## config.mk

```make
export PLATFORM = sky130hd
export DESIGN_NAME = divider_ratio_meter
export DESIGN_NICKNAME = d
export VERILOG_FILES = /design/src/rtl/divider_ratio_meter.sv
export SDC_FILE = /design/constraint.sdc
export NUM_CORES = 1
export LEC_CHECK = 0
export ABC_AREA = 1
export BUFFER_PORTS_ARGS = -buffer_cell sky130_fd_sc_hd__clkbuf_2
export CELL_PAD_IN_SITES_DETAIL_PLACEMENT = 0
export CELL_PAD_IN_SITES_GLOBAL_PLACEMENT = 1
export CORE_ASPECT_RATIO = 0.5
export CORE_MARGIN = 8
export CORE_UTILIZATION = 39
export DETAILED_ROUTE_END_ITERATION = 12
export GPL_TIMING_DRIVEN = 0
export PLACE_DENSITY_LB_ADDON = 0.1
export REMOVE_ABC_BUFFERS = 1
export SYNTH_ARGS = -nofsm -noshare
export SYNTH_HDL_FRONTEND = slang
export SYNTH_SLANG_ARGS = --single-unit
```

## constraint.sdc

```tcl
create_clock -name fin -period 1.5 [get_ports fin]
set_input_delay 0.15 -clock fin [delete_from_list [all_inputs] [get_ports fin]]
set_output_delay 0.15 -clock fin [all_outputs]
set_load 0.005 [all_outputs]
```

## src/rtl/divider_ratio_meter.sv

```systemverilog
// divider_ratio_meter
// Measures a divided clock (fdiv) in units of the fast clock (fin): the period
// between successive rising edges of fdiv and the number of fin cycles fdiv was
// high within that period. Also reports frequency lock and counter saturation.
//
// Build option: define DRM_GLITCH_FILTER_EN to accept an fdiv level change
// only after it has been stable for two fin cycles. This rejects one-cycle
// pulses at the cost of one extra cycle of edge latency.
//
// Output handshake: valid is a one-cycle strobe with no back-pressure. While
// valid is high, period and high_time carry the new measurement; they then hold
// that value until the next valid pulse (or reset).
module divider_ratio_meter #(
    parameter int W           = 8,
    parameter int SYNC_STAGES = 2
) (
    input  logic         fin,
    input  logic         reset,
    input  logic         fdiv,
    output logic [W-1:0] period,
    output logic [W-1:0] high_time,
    output logic         valid,
    output logic         locked,
    output logic         overflow,
    output logic [1:0]   fsm_state
);

    localparam logic [1:0] SEEK = 2'd0;
    localparam logic [1:0] HIGH = 2'd1;
    localparam logic [1:0] LOW  = 2'd2;

    localparam logic [W-1:0] CNT_MAX = '1;
    localparam logic [W-1:0] CNT_ONE = W'(1);

    // After reset the synchronizer holds zeros that were never sampled from
    // fdiv. Edge detection stays disarmed until the chain and the previous-level
    // flop hold genuine samples, so a high fdiv at release is not a fake edge.
    localparam int               ARM_CYCLES = SYNC_STAGES + 1;
    localparam int               ARM_W      = $clog2(ARM_CYCLES + 1);
    localparam logic [ARM_W-1:0] ARM_DONE   = ARM_W'(ARM_CYCLES);
    localparam logic [ARM_W-1:0] ARM_ONE    = ARM_W'(1);

    logic [SYNC_STAGES-1:0] sync_q;
    logic                   lvl;
    logic                   lvl_q;
    logic [ARM_W-1:0]       arm_cnt;
    logic                   armed;
    logic                   rise;
    logic                   fall;

    logic [1:0]             state;
    logic [W-1:0]           per_cnt;
    logic [W-1:0]           hi_cnt;

    logic                   sat;
    logic                   start;
    logic                   close;

    // Synchronize fdiv into the fin domain.
    always_ff @(posedge fin) begin
        if (reset) begin
            sync_q <= '0;
        end else begin
            sync_q <= {sync_q[SYNC_STAGES-2:0], fdiv};
        end
    end

    assign lvl = sync_q[SYNC_STAGES-1];

    // Remember the previous synchronized level for edge detection.
    always_ff @(posedge fin) begin
        if (reset) begin
            lvl_q <= 1'b0;
        end else begin
            lvl_q <= lvl;
        end
    end

    // Count out the post-reset warm-up before edges are trusted.
    always_ff @(posedge fin) begin
        if (reset) begin
            arm_cnt <= '0;
        end else if (!armed) begin
            arm_cnt <= arm_cnt + ARM_ONE;
        end
    end

    assign armed = (arm_cnt == ARM_DONE);

`ifdef DRM_GLITCH_FILTER_EN
    // Filtered level: follows the synchronized level only once it has held
    // the same value for two consecutive cycles.
    logic flt;

    // Track the accepted (filtered) level of fdiv.
    always_ff @(posedge fin) begin
        if (reset) begin
            flt <= 1'b0;
        end else if (!armed) begin
            flt <= lvl;
        end else if (lvl == lvl_q) begin
            flt <= lvl;
        end
    end

    assign rise = armed && lvl && lvl_q && !flt;
    assign fall = armed && !lvl && !lvl_q && flt;
`else
    assign rise = armed && lvl && !lvl_q;
    assign fall = armed && !lvl && lvl_q;
`endif

    // Saturation outranks a rising edge arriving in the same cycle: the
    // measurement is abandoned rather than reported with a clipped value.
    assign sat   = (state != SEEK) && (per_cnt == CNT_MAX);
    assign start = (state == SEEK) && rise;
    // A rising edge in HIGH means the falling edge was lost; it still closes
    // the period exactly as a rising edge in LOW does.
    assign close = (state != SEEK) && rise && !sat;

    // Measurement FSM: SEEK waits for a first edge, HIGH/LOW follow fdiv.
    always_ff @(posedge fin) begin
        if (reset) begin
            state <= SEEK;
        end else if (sat) begin
            state <= SEEK;
        end else begin
            case (state)
                SEEK: begin
                    if (rise) begin
                        state <= HIGH;
                    end
                end
                HIGH: begin
                    if (rise) begin
                        state <= HIGH;
                    end else if (fall) begin
                        state <= LOW;
                    end
                end
                LOW: begin
                    if (rise) begin
                        state <= HIGH;
                    end
                end
                default: begin
                    state <= SEEK;
                end
            endcase
        end
    end

    assign fsm_state = state;

    // Period and high-time counters. Both restart at 1 on an accepted rising
    // edge so that the count seen at the next edge equals the edge distance.
    always_ff @(posedge fin) begin
        if (reset) begin
            per_cnt <= '0;
            hi_cnt  <= '0;
        end else if (start || close) begin
            per_cnt <= CNT_ONE;
            hi_cnt  <= CNT_ONE;
        end else if (!sat) begin
            if (state == HIGH) begin
                per_cnt <= per_cnt + CNT_ONE;
                if (!fall) begin
                    hi_cnt <= hi_cnt + CNT_ONE;
                end
            end else if (state == LOW) begin
                per_cnt <= per_cnt + CNT_ONE;
            end
        end
    end

    // Result registers, valid strobe, lock tracking and sticky overflow.
    always_ff @(posedge fin) begin
        if (reset) begin
            period    <= '0;
            high_time <= '0;
            valid     <= 1'b0;
            locked    <= 1'b0;
            overflow  <= 1'b0;
        end else begin
            valid <= close;
            if (close) begin
                period    <= per_cnt;
                high_time <= hi_cnt;
                locked    <= (per_cnt == period);
                overflow  <= 1'b0;
            end else if (sat) begin
                locked   <= 1'b0;
                overflow <= 1'b1;
            end
        end
    end

endmodule

```

==> flow_summary.json, run 1 <==
{
  "status": "complete, no violations",
  "htreeDepth": 2,
  "seq_area_um2": 852,
  "worstSetupStartpointType": "flip-flop",
  "finalSetupViolations": 0,
  "first_pass_iters": 4,
  "synth_edf_count": 0,
  "synth-simple-area-share_pct": 28.4,
  "crit_type": "flip-flop to flip-flop",
  "grt_pass1_vias": 1762,
  "die_h_um": 69.0,
  "vias_per_cell": 4.76,
  "die_w_um": 122,
  "synth_compound_area_share_pct": 16.6,
  "synthMuxAreaShare_pct": 0,
  "dpl.hpwl_mm": 3.52,
  "fin_crit_sh_pct": 99.9,
  "clk_path_buf_depth": 2,
  "rsz0062_at_grt": "true",
  "synthTopCellsByCount": "nand2_1 (70), dfxtp_1 (42), inv_1 (31)",
  "finalSetupTns_ns": 0,
  "holdCritPathClass": "input pin to flip-flop",
  "seq_area_frac_synth_pct": 38.4,
  "synth_top_area_share_pct": 38.4,
  "peakVddDrop_mv": 0.513,
  "synth.area.top_cells": "dfxtp_1 (38%), nand2_1 (12%), a21oi_2 (5.6%), inv_1 (5.3%), xor2_1 (4.4%)",
  "io_buffers": 23,
  "synth_flop_cell": "dfxtp_1",
  "placedCellCount": 364,
  "min_period_ns": 1.50,
  "antenna_found_initial": 0,
  "required_ns": 1.73,
  "multiInputGateArea_mm2": 0.00137,
  "dieArea_mm2": 0.00841,
  "final.setup_skew_ns": 0.00398,
  "async_flop_share_pct": 0,
  "ant_nets": 0,
  "drive_gt1_share_pct": 39.3,
  "path_max_fanout": 7,
  "relSlewSlack_pct": 63.7,
  "start_util_pct": 40.2,
  "rows": 19,
  "area_growth_pct": 33.4,
  "netlist_instances": 275,
  "drtIter0Drc": 117,
  "power_density_mw_per_mm2": 1180,
  "critPathCaptureType": "flip-flop",
  "fillers": 531,
  "diodes": 0,
  "power_w": 0.00343,
  "yosys.area_share.xor_xnor_pct": 4.41,
  "yosysMostFrequentCell": "nand2_1",
  "remaining_drc_errors": 0,
  "synth_fa_ha_area_share_pct": 4.00,
  "cp.arrival_ns": 1.73,
  "cts_buffers": 5,
  "wl_per_cell_um": 13.5,
  "whs_ns": 0.0369,
  "clk_pin_slew_ns": 0.08,
  "leakage_nw": 1.21,
  "hold_viol": 0,
  "ioPinCount": 24,
  "synth_top_cell_by_area": "dfxtp_1",
  "routed_wl_mm": 5.36,
  "finalWeightedCongestion": 0.776,
  "cts_num_sinks": 42,
  "max_slew.worst_pin.slew_ns": 0.543,
  "core_region_area_mm2": 0.00544,
  "final_core_util_pct": 53.6,
  "grt_max_degree": 16,
  "drv_cap": 0,
  "tritoncts": "done",
  "max_freq_ghz": 0.668,
  "num_vias": 1886,
  "stdcell_count": 396,
  "grt_use_total_pct": 13.0,
  "slew_viol_final": 0,
  "avgSynthCellArea_um2": 7.95,
  "ys_types": 30,
  "grt_pass1_wl_mm": 8.60,
  "synth_seq_cells": 42,
  "grt.overflow.total": 0,
  "ys.warnings.count": 0,
  "synth_top_family_by_area": "simple AND/OR/NAND/NOR gates",
  "insertion_delay_ns": 0.29,
  "cts_root_buffer": "clkbuf_8",
  "fin_nets": 332,
  "netlist_area_mm2": 0.00219
}
-- stage by stage --
| stage | instance area [µm²] | setup slack (ns) |
|---|---|---|
| after floorplan | 2130 | -0.191 |
| after global placement | 2340 | -0.473 |
| after detailed placement | 2340 | -0.543 |
| after CTS | 2750 | -0.0404 |
| after global routing | 2920 | -0.0943 |
| final | 2920 | 0.00190 |
-- power by group --
part	internal [W]	leakage [nW]	total (W)	switching (W)
sequential	0.00121	0.343	0.00130	0.0000881
clock	0.000490	0.0579	0.000891	0.000401
combinational	0.000521	0.810	0.00124	0.000723
total	0.00222	1.21	0.00343	0.00121
-- area by class of cell --
class	count	share of cell area, %
inverter	33	4.72
multi-input combinational	194	47.0
sequential	42	29.2
clock inverter	3	1.37
timing repair buffer	46	12.3
tap	73	3.13
clock buffer	5	2.36
-- state kept, by name (all words and copies together), names as in the netlist --
name,cells
locked,1
high_time,8
lvl_q,1
hi_cnt,8
overflow,1
arm_cnt,2
period,8
per_cnt,8
fsm_state,2
sync_q,2
valid,1
-- placed cells by master, fill, tap and decap left out, types with 2 or more instances in the layout --
master,netlist,layout
clkbuf_8,0,5
dfxtp_1,42,35
nor3_1,3,3
nand2_4,4,8
a21oi_2,14,15
nand2_1,70,67
o21ai_2,6,7
o211ai_1,2,2
dfxtp_2,0,6
a21oi_4,1,2
buf_6,3,2
nor2_8,2,2
nand3_1,16,12
ha_4,0,3
buf_12,0,5
clkbuf_2,0,23
nor2_1,17,17
xor2_1,11,11
clkinv_2,0,2
o22ai_2,4,4
nand4_1,2,2
nand3_2,2,6
nand2_2,10,4
inv_1,31,27
buf_4,0,16
ha_1,7,3
nand2_8,0,6
o21ai_0,7,7
a21oi_1,9,7
inv_2,1,3
-- worst max-delay path, stage by stage, from the launching register on --
cell and delay [ns]:
dfxtp_2 0.34, inv_2 0.06, ha_4 0.16, inv_4 0.06
nand2_4 0.04, nor2_4 0.23, nand2_8 0.14, nand2_8 0.14
buf_12 0.13, nand2_4 0.04, a21oi_2 0.10
-- cell families (layout without fill, tap and decap cells) --
family,after synthesis,after routing
buf+inv,40,87
fa+ha+maj,7,7
xor+xnor,11,11
compound gates,47,47
flops,42,42
simple gates,128,129
-- final timing paths --
| check | from | to | slack, ns | cells after the start |
|---|---|---|---|---|
| min reg2reg | sync_q[0] | sync_q[1] | 0.40 | 2 |
| min | fdiv | sync_q[0] | 0.04 | 3 |
| max | fsm_state[1] | period[3] | 0.002 | 10 |
| max reg2reg | fsm_state[1] | period[3] | 0.002 | 10 |
-- per-layer routing --
layer | wire [µm] | track usage (%) | up-vias
met5 | 0 | 0 | -
met2 | 2370 | 21.6 | 31
met1 | 2660 | 16.9 | 868
li1 | - | - | 980
met4 | 36 | 2.28 | 0
met3 | 294 | 3.82 | 7
-- repair_timing --
item                                    in CTS  in global routing
gates cloned                                 0                  1
hold buffers                                 0                  0
pin swaps                                   12                 13
gates resized for setup                     32                 21
setup buffers                               15                  8
endpoints found under the setup margin      37                 37
Note: power is estimated with default switching activity, not from simulation.
==> inputs of run 2 (changes only) <==
--- a/config.mk
+++ b/config.mk
@@ -5,13 +5,12 @@
 export SDC_FILE = /design/constraint.sdc
 export NUM_CORES = 1
 export LEC_CHECK = 0
-export ABC_AREA = 1
 export BUFFER_PORTS_ARGS = -buffer_cell sky130_fd_sc_hd__clkbuf_2
 export CELL_PAD_IN_SITES_DETAIL_PLACEMENT = 0
 export CELL_PAD_IN_SITES_GLOBAL_PLACEMENT = 1
 export CORE_ASPECT_RATIO = 0.5
 export CORE_MARGIN = 8
-export CORE_UTILIZATION = 39
+export CORE_UTILIZATION = 40
 export DETAILED_ROUTE_END_ITERATION = 12
 export GPL_TIMING_DRIVEN = 0
 export PLACE_DENSITY_LB_ADDON = 0.1
==> flow_summary.json, run 2 <==
{
  "status": "finished with violations",
  "violations": "negative setup slack",
  "dpl.hpwl_mm": 2.77,
  "min_period_ns": 1.69,
  "io_buffers": 23,
  "path_max_fanout": 8,
  "drv_cap": 0,
  "hold_start": "fdiv",
  "netlist_area_mm2": 0.00188,
  "reg2reg_depth": 7,
  "async_flop_share_pct": 0,
  "placedCellCount": 255,
  "fin_nets": 247,
  "slew_viol_final": 0,
  "clk_pin_slew_ns": 0.08,
  "worstSetupStartpointType": "flip-flop",
  "mostFrequentLayoutCells": "dfxtp_1 (33), buf_4 (25), clkbuf_2 (23)",
  "postLayoutSetupSlackWorst_ns": -0.189,
  "grt_pass1_vias": 1601,
  "synth_edf_count": 0,
  "r2r-start": "fsm_state[0]",
  "avgSynthCellArea_um2": 10.2,
  "core_region_area_mm2": 0.00447,
  "tritoncts": "done",
  "cts_buffers": 5,
  "die_h_um": 64.5,
  "stdcell_count": 295,
  "relSlewSlack_pct": 70.5,
  "synth_top_cell_by_area": "dfxtp_1",
  "drtIter0Drc": 60,
  "hold_viol": 0,
  "dieArea_mm2": 0.00728,
  "antenna_found_initial": 0,
  "regToRegSetupSlack_ns": -0.19,
  "crit_type": "flip-flop to flip-flop",
  "start_util_pct": 42.1,
  "layout_commonest_cell": "dfxtp_1",
  "synth_top_area_share_pct": 44.7,
  "routed_wl_mm": 4.75,
  "wl_per_cell_um": 16.1,
  "peakVddDrop_mv": 0.417,
  "die_w_um": 113,
  "final.setup_skew_ns": 0.00774,
  "yosysMostFrequentCell": "dfxtp_1",
  "vias_per_cell": 5.52,
  "htreeDepth": 2,
  "whs_ns": 0.0664,
  "grt_pass1_wl_mm": 7.71,
  "final_core_util_pct": 59.3,
  "leakage_nw": 1.05,
  "ys.warnings.count": 0,
  "synth_seq_cells": 42,
  "hold_depth": 2,
  "synth.area.top_cells": "dfxtp_1 (45%), a22o_1 (7.5%), xor2_1 (5.6%), ha_1 (4.7%), a21oi_1 (4.0%)",
  "power_density_mw_per_mm2": 777,
  "first_pass_iters": 4,
  "dpl_worst_slack_ns": -0.815,
  "ant_nets": 0,
  "insertion_delay_ns": 0.29,
  "max_slew.worst_pin.slew_ns": 0.442,
  "grt_max_degree": 15,
  "synthTopCellsByCount": "dfxtp_1 (42), a22o_1 (16), a21oi_1 (15)",
  "diodes": 0,
  "fin_crit_sh_pct": 113,
  "ys_types": 45,
  "remaining_drc_errors": 0,
  "finalSetupTns_ns": -4.29,
  "num_vias": 1627,
  "holdCritPathClass": "input pin to flip-flop",
  "required_ns": 1.73,
  "max_freq_ghz": 0.592,
  "area_growth_pct": 40.9,
  "critPathCaptureType": "flip-flop",
  "rsz0062_at_grt": "true",
  "grt_use_total_pct": 12.9,
  "finalWeightedCongestion": 0.756,
  "cts_hold_buf": 0,
  "r2r_end": "hi_cnt[7]",
  "grt.overflow.total": 0,
  "ioPinCount": 24,
  "clk_path_buf_depth": 2,
  "fillers": 397,
  "cts_num_sinks": 42,
  "cts_root_buffer": "clkbuf_8",
  "synth_flop_cell": "dfxtp_1",
  "cp.arrival_ns": 1.92,
  "netlist_instances": 185,
  "finalSetupViolations": 33,
  "seq_area_frac_synth_pct": 44.7,
  "drive_gt1_share_pct": 49.2,
  "rows": 17,
  "hold_path_end": "sync_q[0]"
}
## run 2: worst max-delay path, cell delays in order (launching register included)
cell	delay, ns
dfxtp_4	0.36
inv_2	0.08
ha_4	0.14
nand4b_4	0.18
nor2_4	0.07
buf_12	0.14
or4b_4	0.52
a21oi_2	0.14
## run 2: worst max path at each step
stage / from / to / depth (start not counted)
2_1_floorplan: fsm_state[0] / high_time[0] / 6
3_3_place_gp: fsm_state[1] / high_time[0] / 6
3_5_place_dp: fsm_state[1] / high_time[6] / 6
4_1_cts: fsm_state[0] / fsm_state[1] / 5
5_1_grt: arm_cnt[0] / hi_cnt[7] / 5
6_report: fsm_state[0] / hi_cnt[7] / 7
## run 2: layout make-up
class	instances	area, µm²	area share (%)
clock buffers	7	86.3	3.26
clock inverters	1	5.00	0.189
inverters	4	17.5	0.661
multi-input cells	130	1210	45.8
flip-flops and latches	42	860	32.4
well taps	57	71.3	2.69
repair buffers	54	397	15.0
## run 2: logic make-up (layout without fill, tap and decap cells)
logic type | count (synthesis) | count (layout) | share of synthesized area, %
AO/OA/AOI/OAI | 53 | 54 | 19.7
XOR/XNOR | 13 | 13 | 6.05
adder cells (fa/ha/maj) | 7 | 7 | 4.66
buffers and inverters | 14 | 66 | 4.26
flip-flops | 42 | 42 | 44.7
multiplexers | 2 | 2 | 1.06
AND/OR/NAND/NOR | 54 | 54 | 19.6
## run 2: stage by stage
step	total power, W	instance area, µm²
CTS	0.00206	2420
finish	0.00206	2650
detailed placement	0.00126	2000
floorplan	0.00123	1820
global placement	0.00125	2000
global route	0.00215	2650
## run 2: per-layer routing
| metal | track usage, % | vias up | share of wire [%] |
|---|---|---|---|
| li1 | - | 792 | - |
| met1 | 16.5 | 798 | 49 |
| met2 | 20.1 | 31 | 46 |
| met3 | 4.43 | 6 | 5.0 |
| met4 | 4.44 | 0 | 0.86 |
| met5 | 0 | - | 0 |
## run 2: timing repair
action / 4_1_cts / 5_1_grt
cloned: 1 / 0
setup endpoints to repair: 37 / 37
gates resized for setup: 34 / 35
setup buffers: 22 / 12
pin swaps: 23 / 19
## run 2: power by group
| group | total, W | switching, W | internal, W |
|---|---|---|---|
| clock network | 0.000751 | 0.000380 | 0.000372 |
| registers | 0.00115 | 0.0000183 | 0.00113 |
| logic | 0.000159 | 0.0000751 | 0.0000839 |
| total | 0.00206 | 0.000473 | 0.00159 |
==> inputs of run 3 (changes only) <==
--- a/config.mk
+++ b/config.mk
@@ -6,7 +6,7 @@
 export NUM_CORES = 1
 export LEC_CHECK = 0
 export BUFFER_PORTS_ARGS = -buffer_cell sky130_fd_sc_hd__clkbuf_2
-export CELL_PAD_IN_SITES_DETAIL_PLACEMENT = 0
+export CELL_PAD_IN_SITES_DETAIL_PLACEMENT = 1
 export CELL_PAD_IN_SITES_GLOBAL_PLACEMENT = 1
 export CORE_ASPECT_RATIO = 0.5
 export CORE_MARGIN = 8
==> flow_summary.json, run 3 (synthesized netlist as in run 2, its figures left out) <==
{
  "rows": 17,
  "clk_path_buf_depth": 2,
  "path_max_fanout": 7,
  "whs_ns": 0.0760,
  "insertion_delay_ns": 0.29,
  "max_freq_ghz": 0.564,
  "crit_type": "flip-flop to flip-flop",
  "dpl.hpwl_mm": 2.98,
  "status": "finished with violations",
  "hold_viol": 0,
  "clk_pin_slew_ns": 0.08,
  "grt_use_total_pct": 15.2,
  "mostFrequentLayoutCells": "dfxtp_1 (33), buf_4 (31), clkbuf_2 (23)",
  "diodes": 0,
  "layout_commonest_cell": "dfxtp_1",
  "grt_max_degree": 15,
  "antenna_found_initial": 0,
  "finalWeightedCongestion": 0.756,
  "num_vias": 1769,
  "finalSetupViolations": 35,
  "drv_cap": 0,
  "cts_root_buffer": "clkbuf_8",
  "dpl_worst_slack_ns": -0.801,
  "grt_pass1_vias": 1741,
  "relSlewSlack_pct": 65.7,
  "cts_hold_buf": 0,
  "required_ns": 1.71,
  "drive_gt1_share_pct": 46.7,
  "seq_area_um2": 860,
  "wl_per_cell_um": 22.7,
  "htreeDepth": 2,
  "peakVddDrop_mv": 0.417,
  "fillers": 493,
  "cp.arrival_ns": 1.98,
  "io_buffers": 23,
  "routed_wl_mm": 6.88,
  "fin_nets": 256,
  "die_w_um": 113,
  "remaining_drc_errors": 0,
  "leakage_nw": 1.09,
  "holdCritPathClass": "input pin to flip-flop",
  "violations": "negative setup slack",
  "tritoncts": "done",
  "vias_per_cell": 5.84,
  "area_growth_pct": 42.0,
  "die_h_um": 64.5,
  "fin_crit_sh_pct": 118,
  "ant_nets": 0,
  "multiInputGateArea_mm2": 0.00118,
  "min_period_ns": 1.77,
  "final.setup_skew_ns": 0.00543,
  "postLayoutSetupSlackWorst_ns": -0.274,
  "start_util_pct": 42.1,
  "core_region_area_mm2": 0.00447,
  "dieArea_mm2": 0.00728,
  "drtIter0Drc": 85,
  "max_slew.worst_pin.slew_ns": 0.514,
  "ioPinCount": 24,
  "critPathCaptureType": "flip-flop",
  "cts_num_sinks": 42,
  "rsz0062_at_grt": "true",
  "grt_pass1_wl_mm": 8.91,
  "grt.overflow.total": 0,
  "cts_buffers": 5,
  "worstSetupStartpointType": "flip-flop",
  "power_density_mw_per_mm2": 757,
  "first_pass_iters": 4,
  "slew_viol_final": 0
}
==> run 3: cell types whose count changed in the layout (fill, tap and decap cells not counted), moves of 3 or more <==
cell     change
a21oi_2      -4
a21oi_1      +3
buf_4        +6
buf_6        +5
==> run 3: final cells by class <==
| cell class | instances | share of cell area [%] |
|---|---|---|
| Multi-Input combinational cell | 130 | 44.4 |
| Tap cell | 57 | 2.67 |
| Sequential cell | 42 | 32.2 |
| Clock buffer | 7 | 2.86 |
| Inverter | 4 | 0.750 |
| Timing Repair Buffer | 63 | 17.2 |
==> run 3: power by group <==
part / leakage (nW) / switching, W / internal (W)
clock network: 0.0383 / 0.000381 / 0.000321
registers: 0.344 / 0.0000201 / 0.00113
logic: 0.712 / 0.0000852 / 0.0000843
total: 1.09 / 0.000487 / 0.00154
==> run 3: worst max-delay path, cell delays in order, from the launching register on <==
cell	delay, ns
dfxtp_4	0.37
inv_4	0.07
ha_4	0.14
nand4b_4	0.19
nor2_4	0.08
buf_6	0.14
or4_1	0.51
a21oi_1	0.19
==> run 3: timing repair <==
action | 4_1_cts | 5_1_grt
cloned | 1 | 0
setup buffers | 27 | 13
pin swaps | 25 | 17
resized for setup | 40 | 30
endpoints found under the setup margin | 37 | 36
==> run 3: final timing paths <==
| path | startpoint | to | slack [ns] | depth (start not counted) |
|---|---|---|---|---|
| hold reg to reg | sync_q[0] | sync_q[1] | 0.45 | 1 |
| hold / removal | fdiv | sync_q[0] | 0.08 | 2 |
| setup / recovery | fsm_state[0] | hi_cnt[5] | -0.27 | 7 |
| setup reg to reg | fsm_state[0] | hi_cnt[5] | -0.27 | 7 |
==> run 3: routing by layer <==
metal,wire (µm),track usage (%),vias up
met4,223,4.61,0
met2,3240,26.5,47
met5,0,0,-
li1,-,-,805
met1,3150,17.9,896
met3,270,4.52,21
==> run 3: stage by stage <==
stage / area [µm²] / total power, W / utilization (%) / cells / setup TNS (ns)
floorplan: 1820 / 0.00123 / - / 175 / -8.42
global placement: 2000 / 0.00125 / 44.8 / 255 / -20.27
detailed placement: 2000 / 0.00126 / 44.8 / 255 / -21.41
CTS: 2450 / 0.00201 / 54.8 / 290 / -3.58
global route: 2670 / 0.00210 / 59.8 / 303 / -8.94
finish: 2670 / 0.00202 / 59.8 / 303 / -7.20
